--- src/rtl/edge_event_arbiter.sv ---
// -----------------------------------------------------------------------------
// edge_event_arbiter
//
// Purpose:
//   Watches NUM_CH synchronous status lines for rising and/or falling edges,
//   latches every detected edge as a pending event (one slot per channel and
//   edge direction), and presents pending events one at a time on a
//   valid/ready port. A round-robin pointer picks which pending slot is served
//   next. An edge that arrives while its slot is still pending is lost and
//   flagged in a sticky per-channel overflow bit.
//
//   Slot numbering: slot s = 2*ch + (falling ? 1 : 0), 2*NUM_CH slots total.
//
// Optional feature (macro EDGE_TIMESTAMP_EN):
//   Adds a free-running 16-bit cycle counter. Each slot records the counter
//   value when its pending bit goes from clear to set, and the stamp of the
//   granted slot is presented on event_ts alongside event_ch.
//
// Ports:
//   clock         in   system clock, all logic on posedge
//   reset         in   synchronous active-high reset
//   data          in   [NUM_CH]  monitored lines (already synchronous)
//   cfg_rise_en   in   [NUM_CH]  per-channel rising-edge detect enable
//   cfg_fall_en   in   [NUM_CH]  per-channel falling-edge detect enable
//   event_valid   out  event presented
//   event_ready   in   consumer accepts the event when high with event_valid
//   event_ch      out  [IDX_W]   channel of presented event
//   event_rise    out  1 = rising edge event, 0 = falling edge event
//   overflow      out  [NUM_CH]  sticky lost-edge flags
//   clr_overflow  in   [NUM_CH]  per-channel clear pulse for overflow
//   event_ts      out  [16]      stamp of presented event (EDGE_TIMESTAMP_EN)
// -----------------------------------------------------------------------------
module edge_event_arbiter #(
  parameter int NUM_CH = 4,
  parameter int IDX_W  = 2
) (
  input  logic              clock,
  input  logic              reset,
  input  logic [NUM_CH-1:0] data,
  input  logic [NUM_CH-1:0] cfg_rise_en,
  input  logic [NUM_CH-1:0] cfg_fall_en,
  output logic              event_valid,
  input  logic              event_ready,
  output logic [IDX_W-1:0]  event_ch,
  output logic              event_rise,
  output logic [NUM_CH-1:0] overflow,
`ifdef EDGE_TIMESTAMP_EN
  output logic [15:0]       event_ts,
`endif
  input  logic [NUM_CH-1:0] clr_overflow
);

  localparam int NS     = 2 * NUM_CH;
  localparam int SLOT_W = IDX_W + 1;

  typedef enum logic {IDLE, PRESENT} state_e;

  state_e              state_q, state_d;
  logic [NUM_CH-1:0]   prev_q;
  logic [NS-1:0]       pend_q, pend_d;
  logic [NUM_CH-1:0]   ovf_q, ovf_d;
  logic [SLOT_W-1:0]   ptr_q, ptr_d;
  logic [SLOT_W-1:0]   grant_q, grant_d;
  logic                valid_q, valid_d;
  logic [IDX_W-1:0]    ch_q, ch_d;
  logic                rise_q, rise_d;

  logic [NS-1:0]       edge_vec;
  logic [NS-1:0]       clr_vec;
  logic [NS-1:0]       lost_vec;
  logic [NUM_CH-1:0]   ovf_set;
  logic [SLOT_W:0]     pick;
  logic                pick_found;
  logic [SLOT_W-1:0]   pick_slot_idx;

  // First set request at or above ptr, wrapping. MSB of result = found.
  function automatic logic [SLOT_W:0] pick_slot(input logic [NS-1:0]     req,
                                                input logic [SLOT_W-1:0] ptr);
    logic [SLOT_W:0] res;
    int              idx;
    res = '0;
    for (int k = 0; k < NS; k++) begin
      idx = int'(ptr) + k;
      if (idx >= NS) idx = idx - NS;
      if (!res[SLOT_W] && req[idx]) res = {1'b1, idx[SLOT_W-1:0]};
    end
    return res;
  endfunction

  // Edge detection, slot-ordered
  always_comb begin
    edge_vec = '0;
    for (int i = 0; i < NUM_CH; i++) begin
      edge_vec[2*i]   = data[i] & ~prev_q[i] & cfg_rise_en[i];
      edge_vec[2*i+1] = ~data[i] & prev_q[i] & cfg_fall_en[i];
    end
  end

  assign pick          = pick_slot(pend_q, ptr_q);
  assign pick_found    = pick[SLOT_W];
  assign pick_slot_idx = pick[SLOT_W-1:0];

  // Grant / present FSM
  always_comb begin
    state_d = state_q;
    ptr_d   = ptr_q;
    grant_d = grant_q;
    valid_d = valid_q;
    ch_d    = ch_q;
    rise_d  = rise_q;
    clr_vec = '0;
    case (state_q)
      IDLE: begin
        if (pick_found) begin
          grant_d = pick_slot_idx;
          ch_d    = pick_slot_idx[SLOT_W-1:1];
          rise_d  = ~pick_slot_idx[0];
          valid_d = 1'b1;
          state_d = PRESENT;
        end
      end
      PRESENT: begin
        if (event_ready) begin
          clr_vec = NS'(1) << grant_q;
          ptr_d   = (grant_q == SLOT_W'(NS - 1)) ? '0 : grant_q + SLOT_W'(1);
          valid_d = 1'b0;
          state_d = IDLE;
        end
      end
      default: state_d = IDLE;
    endcase
  end

  // A new edge on the slot being acknowledged re-arms it instead of overflowing.
  always_comb begin
    lost_vec = edge_vec & pend_q & ~clr_vec;
    pend_d   = (pend_q & ~clr_vec) | edge_vec;
    ovf_set  = '0;
    for (int i = 0; i < NUM_CH; i++) begin
      ovf_set[i] = lost_vec[2*i] | lost_vec[2*i+1];
    end
    // Set has priority over clear.
    ovf_d = (ovf_q & ~clr_overflow) | ovf_set;
  end

  // prev tracks data even during reset so a line held high causes no edge.
  always_ff @(posedge clock) begin
    prev_q <= data;
  end

  always_ff @(posedge clock) begin
    if (reset) begin
      state_q <= IDLE;
      pend_q  <= '0;
      ovf_q   <= '0;
      ptr_q   <= '0;
      grant_q <= '0;
      valid_q <= 1'b0;
      ch_q    <= '0;
      rise_q  <= 1'b0;
    end else begin
      state_q <= state_d;
      pend_q  <= pend_d;
      ovf_q   <= ovf_d;
      ptr_q   <= ptr_d;
      grant_q <= grant_d;
      valid_q <= valid_d;
      ch_q    <= ch_d;
      rise_q  <= rise_d;
    end
  end

  assign event_valid = valid_q;
  assign event_ch    = ch_q;
  assign event_rise  = rise_q;
  assign overflow    = ovf_q;

`ifdef EDGE_TIMESTAMP_EN
  logic [15:0]   ts_cnt_q;
  logic [15:0]   ts_q;
  logic [15:0]   stamp_q [NS];
  logic [NS-1:0] new_set;

  // Only a clear-to-set transition takes a stamp; lost edges leave it alone.
  assign new_set = edge_vec & (~pend_q | clr_vec);

  always_ff @(posedge clock) begin
    for (int s = 0; s < NS; s++) begin
      if (new_set[s]) stamp_q[s] <= ts_cnt_q;
    end
  end

  always_ff @(posedge clock) begin
    if (reset) begin
      ts_cnt_q <= '0;
      ts_q     <= '0;
    end else begin
      ts_cnt_q <= ts_cnt_q + 16'd1;
      if (state_q == IDLE && pick_found) ts_q <= stamp_q[pick_slot_idx];
    end
  end

  assign event_ts = ts_q;
`endif

endmodule
--- config.mk ---
export PLATFORM = sky130hd
export DESIGN_NAME = edge_event_arbiter
export DESIGN_NICKNAME = d
export VERILOG_FILES = /design/src/rtl/edge_event_arbiter.sv
export SDC_FILE = /design/constraint.sdc
export NUM_CORES = 1
export LEC_CHECK = 0
export ABC_AREA = 1
export CAP_MARGIN = 20
export CORE_ASPECT_RATIO = 1.25
export CORE_MARGIN = 4
export CORE_UTILIZATION = 50
export CTS_CLUSTER_DIAMETER = 30
export CTS_CLUSTER_SIZE = 16
export DETAILED_ROUTE_END_ITERATION = 12
export HOLD_SLACK_MARGIN = 0.06
export PLACE_DENSITY = 0.81
export SETUP_SLACK_MARGIN = 0.2
export SLEW_MARGIN = 10
export SYNTH_ARGS = -nofsm -noshare
export SYNTH_HDL_FRONTEND = slang
export SYNTH_SLANG_ARGS = --single-unit
--- constraint.sdc ---
create_clock -name clock -period 3.66 [get_ports clock]
set_clock_uncertainty 0.05 [all_clocks]
set_input_delay 0.366 -clock clock [delete_from_list [all_inputs] [get_ports clock]]
set_output_delay 0.366 -clock clock [all_outputs]
set_load 0.02 [all_outputs]
[Word level (Yosys, flattened, before mapping)]
Index checks and enable logic that the tools add are counted.
Word-level totals
  bits in registers: 27
  latch bits: 0
  memory bits (writable): 0
  bits in read-only memories: 0
  input bits: 19
  output and inout bits: 8
  logic and storage cells: 149
  memories: 0
Operators by class
  add/sub/neg operators: 16
  $mul: 0
  divide/modulo/power cells: 0
  magnitude comparators: 16
  equality and inequality tests: 3
  shift-type cells: 1
  multiplexer cells: 49
  bitwise gates (word level): 38
  reduce and logical (&&, ||, !) cells: 17
Operators with widths (count)
  32-bit by 5-bit < comparator with 1-bit output, second input constant: 8
  32-bit two-way mux: 8
  4-bit by 4-bit subtractor with 5-bit output, second input constant: 7
  4-bit two-way mux: 8
  4-bit >= comparator, second input constant: 7
  8-bit bitwise AND: 3
  1-bit binary-select mux with 3-bit select: 8
  1-bit two-way mux: 20
  3-bit by 3-bit adder with 4-bit output, second input constant: 4
  1-bit bitwise AND: 16
  8-bit two-way mux: 2
  1-bit inverter: 10
  3-bit by 2-bit adder with 4-bit output, second input constant: 2
  8-bit inverter: 1
  8-bit bitwise OR: 1
  1-bit by 3-bit << shifter with 8-bit output, first input constant: 1
  1-bit logical AND: 7
  1-bit zero test: 7
  2-bit AND reduction: 3
  3-bit by 4-bit subtractor with 5-bit output, second input constant: 1
  3-bit by 1-bit adder with 4-bit output, second input constant: 1
  4-bit bitwise AND: 1
  3-bit by 4-bit >= comparator with 1-bit output, second input constant: 1
  2-bit inequality test, second input constant: 2
  other kinds (7): 11

[Logic depth before layout (Yosys ltp)]
  word-level depth: 29
  depth in mapped cells: 18
  depth with buffers taken out: 17

[Worst setup path after synthesis]
Ideal clock, no wire load.
  kind: register to register
  start point: register ptr_q[0]
  end point: register rise_q, in the netlist event_rise
  setup time: 0.117 ns
  data arrival time: 2.150 ns
  required time: 3.493 ns
  path slack: 1.343 ns
  stages on the path, launching flop included: 16
  buffers on the path: 1
  period minus slack after synthesis: 2.317 ns
  cells stage by stage: dfxtp_1 inv_2 buf_6 ha_1 inv_1 nand3_1 nand3_1 nand2_1 nor2_4 nand4_2 nor2_4 nand3_2 nand2_2 inv_2 o21ai_2 a21oi_1
On the way
  word-level cells in the longest chain between the ends: 28
  elaborated cells between the ends (all ways): 79
Ends and longest elaborated chain
  start, declared: line 62  | logic [SLOT_W-1:0] ptr_q, ptr_d;
  start signal, assigned: line 165  | ptr_q <= ptr_d;
  branches (longest 26 deep; another with 4-bit by 4-bit subtractor with 5-bit output)
  4-bit two-way mux *: line 85  | if (!res[SLOT_W] && req[idx]) res = {1'b1, idx[SLOT_W-1:0]};
  2-bit AND reduction (no line) or 1-bit inverter (tied branches)
  end signal, assigned: line 169  | rise_q <= rise_d;
  end, declared: line 66  | logic rise_q, rise_d;
Every way passes the cells marked *. The select of a mux whose other input is x is not followed.
A chain may end at the register's enable or synchronous reset.

[Worst setup path after layout]
Ends and elaborated chain as after synthesis.

==> out/metrics.cfg <==
[run_status]
status = complete, no violations

[setup_path]
worstPathRequired_ns = 3.77
critPathArrivalTime_ns = 2.96
crit_fanout = 14
crit_path_start_kind = flip-flop
rrSetupSlack_ns = 0.81
r2r-start = ptr_q[0]
crit_path_end_kind = flip-flop
reg2reg_to = event_rise
crit_type = reg2reg
r2r_cells = 14

[power_and_ir_drop]
p_leak_uw = 0.000893
ir_drop_v = 0.000382
power.share.switching_pct = 46.7
p_clk_share_pct = 13.9
power.switching_uw = 540
internal_power_uw = 617
pwr-share-seq_pct = 31.8
power.total_uw = 1160
combPwrFrac_pct = 54.3
power_density_nw_per_um2 = 576

[finish]
nFillCells = 308
drive_above_1_share_pct = 6.64
multi_input_area_sq_um = 1030
area_growth_pct = 17.4
diodes = 0
seqCellArea_sq_um = 500
fin_nets = 314

[clock_tree]
root_buffer = clkbuf_8
clockBufferDepth = 2
post_cts_buffers = 0
cts_sinks = 25
htree_num_levels = 1
clk-insertion-delay-late_ns = 0.26
cts_buffers = 3
holdBufCountCts = 0
cts_resized = 0
path_clk_slew_ns = 0.08
cts_tree = done

[synth]
synth-xor-area-share_pct = 2.49
synth_area_leaders = dfxtp_1, nand2_1, nand3_1, inv_1, ha_1
synth_cell_types = 31
synth_top_area_share_pct = 29.3
synthCells = 264
ys_warn_count = 0
synth_compound_area_share_pct = 12.1
ys_ff_latch = 25
synth_top_family_by_area = simple AND/OR/NAND/NOR gates
synthMuxAreaShare_pct = 0
syn_area_per_cell_sq_um = 6.47
synthesis.nets = 291
yosys.area_share.simple_pct = 39.9
synthAdderAreaFrac_pct = 5.86
synth_area_sq_um = 1710
ys_seq_area_share_pct = 29.3
yosysTopAreaCell = dfxtp_1

[timing]
setup_slack_ns = 0.815
relSlewSlack_pct = 66.5
tightest_slew_ns = 0.501
clock.fmax_ghz = 0.351
hold_viol_final = 0
finalSetupViolations = 0
holdWs_ns = 0.448
min_period_over_period_pct = 77.7
tns_ns = 0
final-max-slew-violation-count = 0
finalCriticalPeriod_ns = 2.85
grt_setup_unrepaired = false

[route]
drc = 0
drt-total-wl_um = 4080
vias = 1764
vias_per_cell = 5.46
drt-initial-drc-count = 76
dr.pass1.iters = 4
post_drt_wl_per_cell_um = 12.6
ant_nets = 0

[die]
core_area_sq_um = 3250
die_h_um = 73.4
num_io_pins = 27
rows = 23
start_util_pct = 52.6
die_w_um = 60.3
die_area_sq_um = 4420

[global_routing]
grt-ovfl-total = 0
antenna_found_initial = 0
grt_pass1_vias = 1712
met1_usage_pct = 23.2
grt.busiest_layer = met2
grt_util_met2_pct = 36.9
grt_pass1_wl_um = 7080
grt_max_degree = 15
globalRouteMet3Util_pct = 2.28
grt_usage_pct = 20.4

[worst_hold_path]
min_path_type = reg2reg
worstHoldStart = event_valid
whs_endpoint = event_valid
whs_path_depth = 2

[placed_design]
dp_slack_ns = 0.854
hpwl_um = 3240
numPortBuffers = 26
place_congestion = 0.923

[flow_run]
cap_violations = 0

==> cell usage after synthesis (all sizes together) <==
cell type and instances:
dfxtp 25, nor2 29, nand3 34, ha 8, a31oi 1, clkbuf 2
a21oi 13, o21bai 1, nand3b 4, nand4 7, buf 6, o22ai 4
inv 33, o21ai 15, nor3 4, xor2 2, xnor2 2, nand2 72
o221ai 1, o21a 1
==> cell families (layout without fill, tap and decap cells) <==
group | after synthesis | in the layout
compound gates | 36 | 36
xor+xnor | 4 | 4
fa+ha+maj | 8 | 8
buf+inv | 41 | 63
flops | 25 | 25
simple gates | 150 | 150
==> flip-flops by register name, indices dropped and copies added, names as in the netlist <==
signal,count
event_valid,1
pend_q,8
ptr_q,3
prev_q,4
event_rise,1
grant_q,3
overflow,4
state_q,1
==> how the worst max path moves through the flow <==
stage                     startpoint          end  slack, ns  depth (start not counted)
final                       ptr_q[0]   event_rise       0.81                         14
after floorplan             ptr_q[0]   event_rise       1.34                         15
after global routing        ptr_q[0]  event_valid       0.51                         14
after global placement      ptr_q[0]   event_rise       0.97                         14
after detailed placement    ptr_q[0]   event_rise       0.85                         14
after CTS                   ptr_q[0]   event_rise       0.84                         14
==> power by group through the flow <==
stage | clock (uW) | sequential (uW) | combinational, uW
final | 161 | 368 | 628
after global routing | 174 | 374 | 703
after CTS | 161 | 368 | 621
after detailed placement | 0 | 374 | 613
after global placement | 0 | 374 | 603
after floorplan | 0 | 359 | 483
==> metrics by stage <==
| step | instance area (sq um) | util [%] | cells |
|---|---|---|---|
| after floorplan | 1710 | - | 264 |
| after global placement | 1960 | 60.3 | 319 |
| after detailed placement | 1960 | 60.3 | 319 |
| after CTS | 2010 | 61.7 | 323 |
| after global routing | 2010 | 61.7 | 323 |
| final | 2010 | 61.7 | 323 |
==> placed cells by master (no fill, tap or decap), types with 4 or more instances in the layout <==
master,netlist,final
o21ai_0,14,14
a21oi_1,11,11
inv_2,4,4
o22ai_1,4,4
nor2_1,26,26
clkdlybuf4s50_1,0,26
nand3_1,32,32
nand3b_1,4,4
nand4_1,6,6
ha_1,8,8
nor3_1,4,4
inv_1,29,29
dfxtp_1,25,25
nand2_1,70,70
==> area by class of cell <==
cell class | count | share of cell area [%]
clock buffer | 4 | 2.24
inverter | 33 | 6.17
multi-input combinational | 198 | 51.4
sequential | 25 | 24.9
tap | 37 | 2.31
timing repair buffer | 26 | 13.0
==> per-layer routing <==
| metal | vias up | share of wire, % | routed length, um |
|---|---|---|---|
| li1 | 911 | - | - |
| met1 | 799 | 42 | 1730 |
| met5 | - | 0 | 0 |
| met3 | 13 | 3.3 | 134 |
| met4 | 0 | 2.7 | 109 |
| met2 | 41 | 52 | 2110 |
==> critical path, stage by stage, from the launching register on <==
cell	delay (ns)
dfxtp_1	0.59
inv_2	0.21
ha_1	0.41
inv_1	0.20
nand3_1	0.14
nand2_1	0.10
nor2_1	0.04
a31oi_1	0.29
inv_2	0.10
nor2_4	0.18
nand3_2	0.10
nand2_2	0.12
inv_2	0.06
o21ai_2	0.10
a21oi_1	0.05
Note: power is estimated with default switching activity, not from simulation.
